[src/rtl/alu_sequencer.sv]
// ---------------------------------------------------------------------------
// alu_sequencer
//   Accumulator-based sequencer in front of the AU (add/sub) and LU (logic)
//   datapath. One operation is accepted at a time over a Start/Busy/Done
//   handshake. The operation combines the 8-bit accumulator with a latched
//   operand. The result is written back to the accumulator together with
//   Zero/Negative/Carry/Overflow flags.
//
//   Optional feature macro: ALU_SEQUENCER_MUL_EN
//     defined     -> opcode 9 is an unsigned 8x8 shift-add multiply
//                    (8 iterations, 16-bit product, low byte to Acc)
//     not defined -> no multiply logic is built; opcode 9 is illegal
//
// Ports
//   i_clock       system clock, rising-edge active
//   i_reset       asynchronous active-high reset
//   i_start       request, sampled only while idle
//   i_opcode      operation select, latched at accept
//   i_operand     B operand, latched at accept
//   o_acc         accumulator (A operand and result)
//   o_busy        high whenever the sequencer is not idle
//   o_done        one-cycle completion pulse
//   o_zero        result == 0x00
//   o_negative    result bit 7
//   o_carry_flag  carry-out (ADD/INC), borrow (SUB/DEC), high byte != 0 (MUL)
//   o_overflow    signed overflow (MUL: high byte != 0)
//   o_error       last completed opcode was illegal
// ---------------------------------------------------------------------------
module alu_sequencer (
  input  logic       i_clock,
  input  logic       i_reset,
  input  logic       i_start,
  input  logic [3:0] i_opcode,
  input  logic [7:0] i_operand,
  output logic [7:0] o_acc,
  output logic       o_busy,
  output logic       o_done,
  output logic       o_zero,
  output logic       o_negative,
  output logic       o_carry_flag,
  output logic       o_overflow,
  output logic       o_error
);

  typedef enum logic [1:0] {S_IDLE, S_EXEC, S_MUL, S_DONE} state_t;

  state_t     r_state;
  state_t     w_state_next;
  logic [3:0] r_opcode;
  logic [7:0] r_operand;
  logic [7:0] r_acc;
  logic       r_zero, r_negative, r_carry, r_overflow, r_error;
  logic       r_busy, r_done;

  // Result write-back controls
  logic       w_write;
  logic       w_illegal;
  logic [7:0] w_res;
  logic       w_res_c, w_res_v;

  // AU: Control 00 ADD, 01 INC, 10 SUB, 11 DEC
  logic [1:0] w_au_ctrl;
  logic [7:0] w_au_b;
  logic [8:0] w_au_sum;
  logic       w_au_v;
  // LU: Control 00 AND, 01 OR, 10 XOR, 11 NOT(A)
  logic [1:0] w_lu_ctrl;
  logic [7:0] w_lu_res;

  wire w_accept = (r_state == S_IDLE) && i_start;

  assign w_au_ctrl = 2'(r_opcode - 4'd1);
  assign w_lu_ctrl = 2'(r_opcode - 4'd5);
  assign w_au_b    = w_au_ctrl[0] ? 8'h01 : r_operand;
  // 9-bit subtraction leaves the borrow (inverted AU carry) in bit 8.
  assign w_au_sum  = w_au_ctrl[1] ? ({1'b0, r_acc} - {1'b0, w_au_b})
                                  : ({1'b0, r_acc} + {1'b0, w_au_b});
  assign w_au_v    = w_au_ctrl[1]
                   ? ((r_acc[7] != w_au_b[7]) && (w_au_sum[7] != r_acc[7]))
                   : ((r_acc[7] == w_au_b[7]) && (w_au_sum[7] != r_acc[7]));

  always_comb begin
    w_lu_res = r_acc & r_operand;
    case (w_lu_ctrl)
      2'b00:   w_lu_res = r_acc & r_operand;
      2'b01:   w_lu_res = r_acc | r_operand;
      2'b10:   w_lu_res = r_acc ^ r_operand;
      default: w_lu_res = ~r_acc;
    endcase
  end

`ifdef ALU_SEQUENCER_MUL_EN
  logic [2:0]  r_cnt;
  logic [15:0] r_prod;
  logic [15:0] w_prod_next;

  // One shift-add step per cycle; bit r_cnt of the multiplier selects
  // whether the shifted multiplicand is accumulated.
  assign w_prod_next = r_prod + (r_operand[r_cnt] ? ({8'h00, r_acc} << r_cnt) : 16'h0000);

  always_ff @(posedge i_clock or posedge i_reset) begin
    if (i_reset) begin
      r_cnt  <= 3'd0;
      r_prod <= 16'h0000;
    end else if (w_accept) begin
      r_cnt  <= 3'd0;
      r_prod <= 16'h0000;
    end else if (r_state == S_MUL) begin
      r_cnt  <= r_cnt + 3'd1;
      r_prod <= w_prod_next;
    end
  end
`endif

  always_comb begin
    w_state_next = r_state;
    w_write      = 1'b0;
    w_illegal    = 1'b0;
    w_res        = r_acc;
    w_res_c      = 1'b0;
    w_res_v      = 1'b0;
    case (r_state)
      S_IDLE: begin
        if (i_start) begin
          w_state_next = S_EXEC;
`ifdef ALU_SEQUENCER_MUL_EN
          if (i_opcode == 4'd9) w_state_next = S_MUL;
`endif
        end
      end
      S_EXEC: begin
        w_state_next = S_DONE;
        w_write      = 1'b1;
        if (r_opcode == 4'd0) begin
          w_res = r_operand;
        end else if (r_opcode <= 4'd4) begin
          w_res   = w_au_sum[7:0];
          w_res_c = w_au_sum[8];
          w_res_v = w_au_v;
        end else if (r_opcode <= 4'd8) begin
          w_res = w_lu_res;
        end else begin
          // Illegal (including opcode 9 without the multiplier): no write-back.
          w_write   = 1'b0;
          w_illegal = 1'b1;
        end
      end
`ifdef ALU_SEQUENCER_MUL_EN
      S_MUL: begin
        if (r_cnt == 3'd7) begin
          w_state_next = S_DONE;
          w_write      = 1'b1;
          w_res        = w_prod_next[7:0];
          w_res_c      = |w_prod_next[15:8];
          w_res_v      = |w_prod_next[15:8];
        end
      end
`endif
      default: w_state_next = S_IDLE;
    endcase
  end

  always_ff @(posedge i_clock or posedge i_reset) begin
    if (i_reset) begin
      r_state    <= S_IDLE;
      r_opcode   <= 4'd0;
      r_operand  <= 8'h00;
      r_acc      <= 8'h00;
      r_zero     <= 1'b0;
      r_negative <= 1'b0;
      r_carry    <= 1'b0;
      r_overflow <= 1'b0;
      r_error    <= 1'b0;
      r_busy     <= 1'b0;
      r_done     <= 1'b0;
    end else begin
      r_state <= w_state_next;
      // Busy/Done are registered from the next state so they line up with it.
      r_busy  <= (w_state_next != S_IDLE);
      r_done  <= (w_state_next == S_DONE);
      if (w_accept) begin
        r_opcode  <= i_opcode;
        r_operand <= i_operand;
      end
      if (w_write) begin
        r_acc      <= w_res;
        r_zero     <= (w_res == 8'h00);
        r_negative <= w_res[7];
        r_carry    <= w_res_c;
        r_overflow <= w_res_v;
        r_error    <= 1'b0;
      end else if (w_illegal) begin
        r_error <= 1'b1;
      end
    end
  end

  assign o_acc        = r_acc;
  assign o_busy       = r_busy;
  assign o_done       = r_done;
  assign o_zero       = r_zero;
  assign o_negative   = r_negative;
  assign o_carry_flag = r_carry;
  assign o_overflow   = r_overflow;
  assign o_error      = r_error;

endmodule

[config.mk]
export PLATFORM = sky130hd
export DESIGN_NAME = alu_sequencer
export DESIGN_NICKNAME = d
export VERILOG_FILES = /design/src/rtl/alu_sequencer.sv
export SDC_FILE = /design/constraint.sdc
export NUM_CORES = 1
export LEC_CHECK = 0
export CAP_MARGIN = 0
export CORE_MARGIN = 4
export CORE_UTILIZATION = 50
export CTS_BUF_LIST = sky130_fd_sc_hd__clkbuf_16
export CTS_CLUSTER_SIZE = 40
export DETAILED_ROUTE_END_ITERATION = 8
export PLACE_DENSITY = 0.84
export SYNTH_ARGS = -nofsm -noshare
export SYNTH_HDL_FRONTEND = slang
export SYNTH_SLANG_ARGS = --single-unit
[constraint.sdc]
create_clock -name i_clock -period 3.65 [get_ports i_clock]
set_input_delay 0.73 -clock i_clock [delete_from_list [all_inputs] [get_ports i_clock]]
set_output_delay 0.73 -clock i_clock [all_outputs]
set_load 0.01 [all_outputs]
Word level (Yosys, flattened, before mapping):

Index checks and enable logic that the tools add are counted.

* logic and storage cells: 63
* output and inout port bits: 15
* register bits after elaboration: 29
* input port bits: 15

* add/sub/neg operators: 4
* bitwise operators: 4
* magnitude comparators: 2
* eq/ne operators: 7
* reductions and logical operators: 9
* multiplexer cells: 26

Operators by type and width (count)
* 8-bit two-way mux: 5
* 8-bit one-hot mux with 3 select lines: 1
* 1-bit two-way mux: 17
* 8-bit by 8-bit adder with 9-bit output: 1
* 9-bit two-way mux: 1
* 8-bit by 8-bit subtractor with 9-bit output: 1
* 8-bit AND: 1
* 8-bit logical NOT: 1
* 8-bit NOT: 1
* 8-bit OR: 1
* 8-bit XOR: 1
* 2-bit by 1-bit equality test with 1-bit output (second input constant): 2
* 2-bit equality test (second input constant): 2
* 4-bit by 3-bit <= comparator with 1-bit output (second input constant): 1
* 4-bit <= comparator (second input constant): 1
* 2-bit logical NOT: 2
* 4-bit logical NOT: 1
* 2-bit one-hot mux with 2 select lines: 1
* 2-bit nonzero test: 2
* 2-bit by 1-bit subtractor with 2-bit output (second input constant): 2
* 1-bit logical AND: 3
* 2-bit two-way mux: 1
* 1-bit inequality test: 2
* 1-bit equality test: 1

Longest topological paths before layout:

* depth after elaboration: 10
* mapped depth: 13
* gate-level depth less buffers: 13

Worst setup path before layout:

No wires, ideal clock.

* path type: register to register
* start: register r_opcode[0]
* end: register r_zero, in the netlist o_zero
* arrival time: 3.073 ns
* slack: 0.473 ns
* stages on the path, launching flop included: 14
* required time: 3.547 ns
* period minus slack after synthesis: 3.177 ns
* setup time: 0.103 ns
* buffers on the path: 2
* path through: dfrtp_1 > inv_1 > ha_1 > clkbuf_1 > clkbuf_1 > o21ai_0 > a32oi_1 > ha_1 > or2_1 > o21ai_0 > xor2_1 > o22ai_1 > or4_1 > o41ai_2

* longest elaborated chain between the ends: 8
* elaborated cells on any way between the ends: 22
* those cells by class: add/sub: 4; order compare: 2; eq/ne: 2; mux: 11; reduce/logical: 3

Ends and longest elaborated chain
* start, declared: RTL line 49 `logic [3:0] r_opcode;`
* start signal, assigned: RTL line 182 `r_opcode <= i_opcode;`
* 2-bit by 1-bit subtractor with 2-bit output: RTL line 72, 73
* 8-bit two-way mux, or another cell as far along: RTL line 74 `assign w_au_b = w_au_ctrl[0] ? 8'h01 : r_operand;`
* 8-bit by 8-bit adder with 9-bit output, or another cell as far along: RTL line 77 `: ({1'b0, r_acc} + {1'b0, w_au_b});`
* 9-bit two-way mux / 8-bit two-way mux (equally long branches): RTL line 76, 140
* 8-bit two-way mux: RTL line 136 `end else if (r_opcode <= 4'd4) begin`
* 8-bit two-way mux: RTL line 134 `if (r_opcode == 4'd0) begin`
* 8-bit two-way mux: RTL line 122 `case (r_state)`
* 8-bit logical NOT: RTL line 187 `r_zero <= (w_res == 8'h00);`
* end signal, assigned: RTL line 187
* end, declared: RTL line 52 `logic r_zero, r_negative, r_carry, r_overflow, r_error;`

Parallel ways exist; a longest one is shown, timed or not.
A chain may end at the register's enable or synchronous reset.

Final worst setup path:

* start: register r_opcode[1]
* end: register r_zero, in the netlist o_zero

* longest elaborated chain between the ends: 8
* elaborated cells on any way between the ends: 19
* those cells by class: add/sub: 2; order compare: 2; eq/ne: 2; mux: 10; reduce/logical: 3

Ends and longest elaborated chain
* 2-bit by 1-bit subtractor with 2-bit output: RTL line 72, 73
* 2-bit equality test, or another cell as far along: RTL line 84 `case (w_lu_ctrl)`
* 8-bit one-hot mux with 3 select lines: RTL line 84
* 8-bit two-way mux: RTL line 140 `end else if (r_opcode <= 4'd8) begin`
* 8-bit two-way mux: RTL line 136
* 8-bit two-way mux: RTL line 134
* 8-bit two-way mux: RTL line 122
* 8-bit logical NOT: RTL line 187

Parallel ways exist; a longest one is shown, timed or not.

==> impl_metrics.ini <==
[clock_network]
clk_latency_ns = 0.27
htreeDepth = 1
clock_sinks = 27
cts_hold_buf = 0
clk_path_buf_depth = 2
numCtsBuffers = 3
cts.clk_slew.worst_paths_ns = 0.08
cts_resized = 0
root_buffer = clkbuf_16
cts_tree = built
cts_setup_buffers = 0

[synth]
syn_nets = 359
synth.area.top_cells = dfrtp_1 (27%), ha_1 (14%), o21ai_0 (7.5%)
synth-seq-cells = 27
ys_top_cells_by_count = nand2_1 (39), o21ai_0 (38), ha_1 (28)
synth_top_flop_cell = dfrtp_1
ys_seq_area_share_pct = 26.68
ys_types = 61
synthCells = 315
yosys.area.top_type_share_pct = 26.68
synth-async-reset-ratio_pct = 100.0
synth_area_leader_cell = dfrtp_1
syn_avg_cell_area_um2 = 8.039
synth_enable_flop_cells = 0
yosys.cell_count.top_type = nand2_1
syn_area_mm2 = 0.002532
ys_warn_count = 0

[timing]
fin_setup_tns_ns = 0
period_needed_ns = 3.198
setup_viol = 0
relSlewSlack_pct = 25.51
max_slew.worst_pin.slew_ns = 1.116
max_clock_freq_ghz = 0.3127
hold_viol_final = 0
fin_crit_sh_pct = 87.61
slew_viol_final = 0
rsz0062_at_grt = false
clock_skew_ns = 0.006704

[critical_path]
cp.arrival_ns = 3.36
path_max_fanout = 8
endpoint_kind = register
start_kind = register
worst_r2r_path_depth = 10
criticalPathCategory = reg -> reg
rrSetupSlack_ns = 0.45
critical_path_required_ns = 3.82

[global_routing]
use_met1_pct = 29.63
first_global_vias = 2394
gr-usage-all-layers_pct = 22.87
use_met3_pct = 6.009
antenna_found_initial = 0
met2_usage_pct = 36.87
grt_remaining_overflow = 0
grt_pass1_wl_mm = 11.52
busiest_layer = met2
grt_max_degree = 30

[min_path]
hold_class = reg -> reg
whs_path_depth = 2

[job]
cap_violations = 0

[place]
place.gp.congestion = 1.005
portBuffers = 29
hpwl_mm = 5.012
place_inst = 400

[die]
die-area_mm2 = 0.006267
die_h_um = 79.17
start_util_pct = 52.57
num_rows = 25
die_w_um = 79.17
core_area_mm2 = 0.004817
pin_count = 30

[cells_and_area]
drive_gt1_share_pct = 5.935
stdcell_count = 404
layout.nets = 382
diodes = 0
multi_input_area_mm2 = 0.001658
nFillCells = 433
syn_to_final_growth_pct = 15.71
seqCellArea_um2 = 675.6

[route]
routedWlPerCell_um = 17.03
drt_iter0_drc = 273
drt-total-wl_mm = 6.882
vias = 2523
drcViolationCount = 0
via_per_inst = 6.245
ant_nets = 0
drt_pre_antenna_iters = 7

[status]
outcome = complete, no violations
placed cells by master (no fill, tap or decap), drive strengths merged, types with 4 or more instances in the layout:
| cell type | n |
|---|---|
| a32oi | 4 |
| a22o | 5 |
| nor2b | 10 |
| nor2 | 15 |
| or2 | 5 |
| inv | 26 |
| o21ai | 39 |
| nand2b | 7 |
| nand2 | 39 |
| a21oi | 18 |
| ha | 28 |
| dfrtp | 27 |
| buf | 6 |
| clkdlybuf4s50 | 29 |
| nand3 | 4 |
| nor3 | 5 |
| a211oi | 7 |
| o211ai | 4 |
final cells by class:
type                            count  area share [%]
Clock buffer                        3           2.562
Clock inverter                      1          0.1708
Inverter                           26           3.330
Multi-Input combinational cell    245           56.58
Sequential cell                    27           23.06
Tap cell                           67           2.861
Timing Repair Buffer               35           11.44
final timing paths:
kind                                end        start
min in group asynchronous  r_operand[0]      i_reset
max in group asynchronous        o_zero      i_reset
hold reg to reg                 o_error      o_error
setup reg to reg                 o_zero  r_opcode[1]
setup / recovery                 o_zero  r_opcode[1]
hold / removal                  o_error      o_error
state kept, by name, summed over array words and instances (netlist names):
name / cells
o_done: 1
o_busy: 1
o_carry_flag: 1
o_error: 1
o_acc: 8
r_state: 1
r_operand: 8
o_zero: 1
o_overflow: 1
r_opcode: 4
stage by stage:
| stage | setup slack (ns) | instance area (um^2) | hold slack (ns) | utilization, % |
|---|---|---|---|---|
| 4_1_cts | 0.4863 | 2930 | 0.4896 | 60.83 |
| 3_5_place_dp | 0.5214 | 2850 | 0.4730 | 59.17 |
| 3_3_place_gp | 0.5742 | 2850 | 0.4665 | 59.17 |
| 5_1_grt | 0.2648 | 2930 | 0.5318 | 60.83 |
| 6_report | 0.4521 | 2930 | 0.4822 | 60.83 |
| 2_1_floorplan | 0.4732 | 2532 | 0.4984 | - |
logic make-up after synthesis:
| group | Yosys count | synth area share, % |
|---|---|---|
| buffers and inverters | 43 | 8.054 |
| flip-flops | 27 | 26.68 |
| AND/OR/NAND/NOR | 98 | 19.07 |
| AO/OA/AOI/OAI | 112 | 29.35 |
| adder cells (fa/ha/maj) | 29 | 14.62 |
| multiplexers | 2 | 0.8399 |
| XOR/XNOR | 4 | 1.384 |
layer usage:
| layer | vias up | share of wire (%) |
|---|---|---|
| met5 | - | 0 |
| li1 | 1187 | - |
| met1 | 1164 | 43 |
| met3 | 18 | 11 |
| met2 | 154 | 44 |
| met4 | 0 | 1.9 |
worst max-delay path, stage by stage, from the launching register on:
cell      delay [ns]
dfrtp_1         0.37
inv_1           0.08
ha_1            0.40
nand2_1         0.08
a32o_1          0.29
fa_1            0.55
nand2_1         0.06
o311ai_0        0.15
o211ai_1        0.23
or4_1           0.60
o41ai_2         0.28
Power is not shown: default switching activity piles up to over one toggle a cycle in this logic, so the estimate is an artifact.
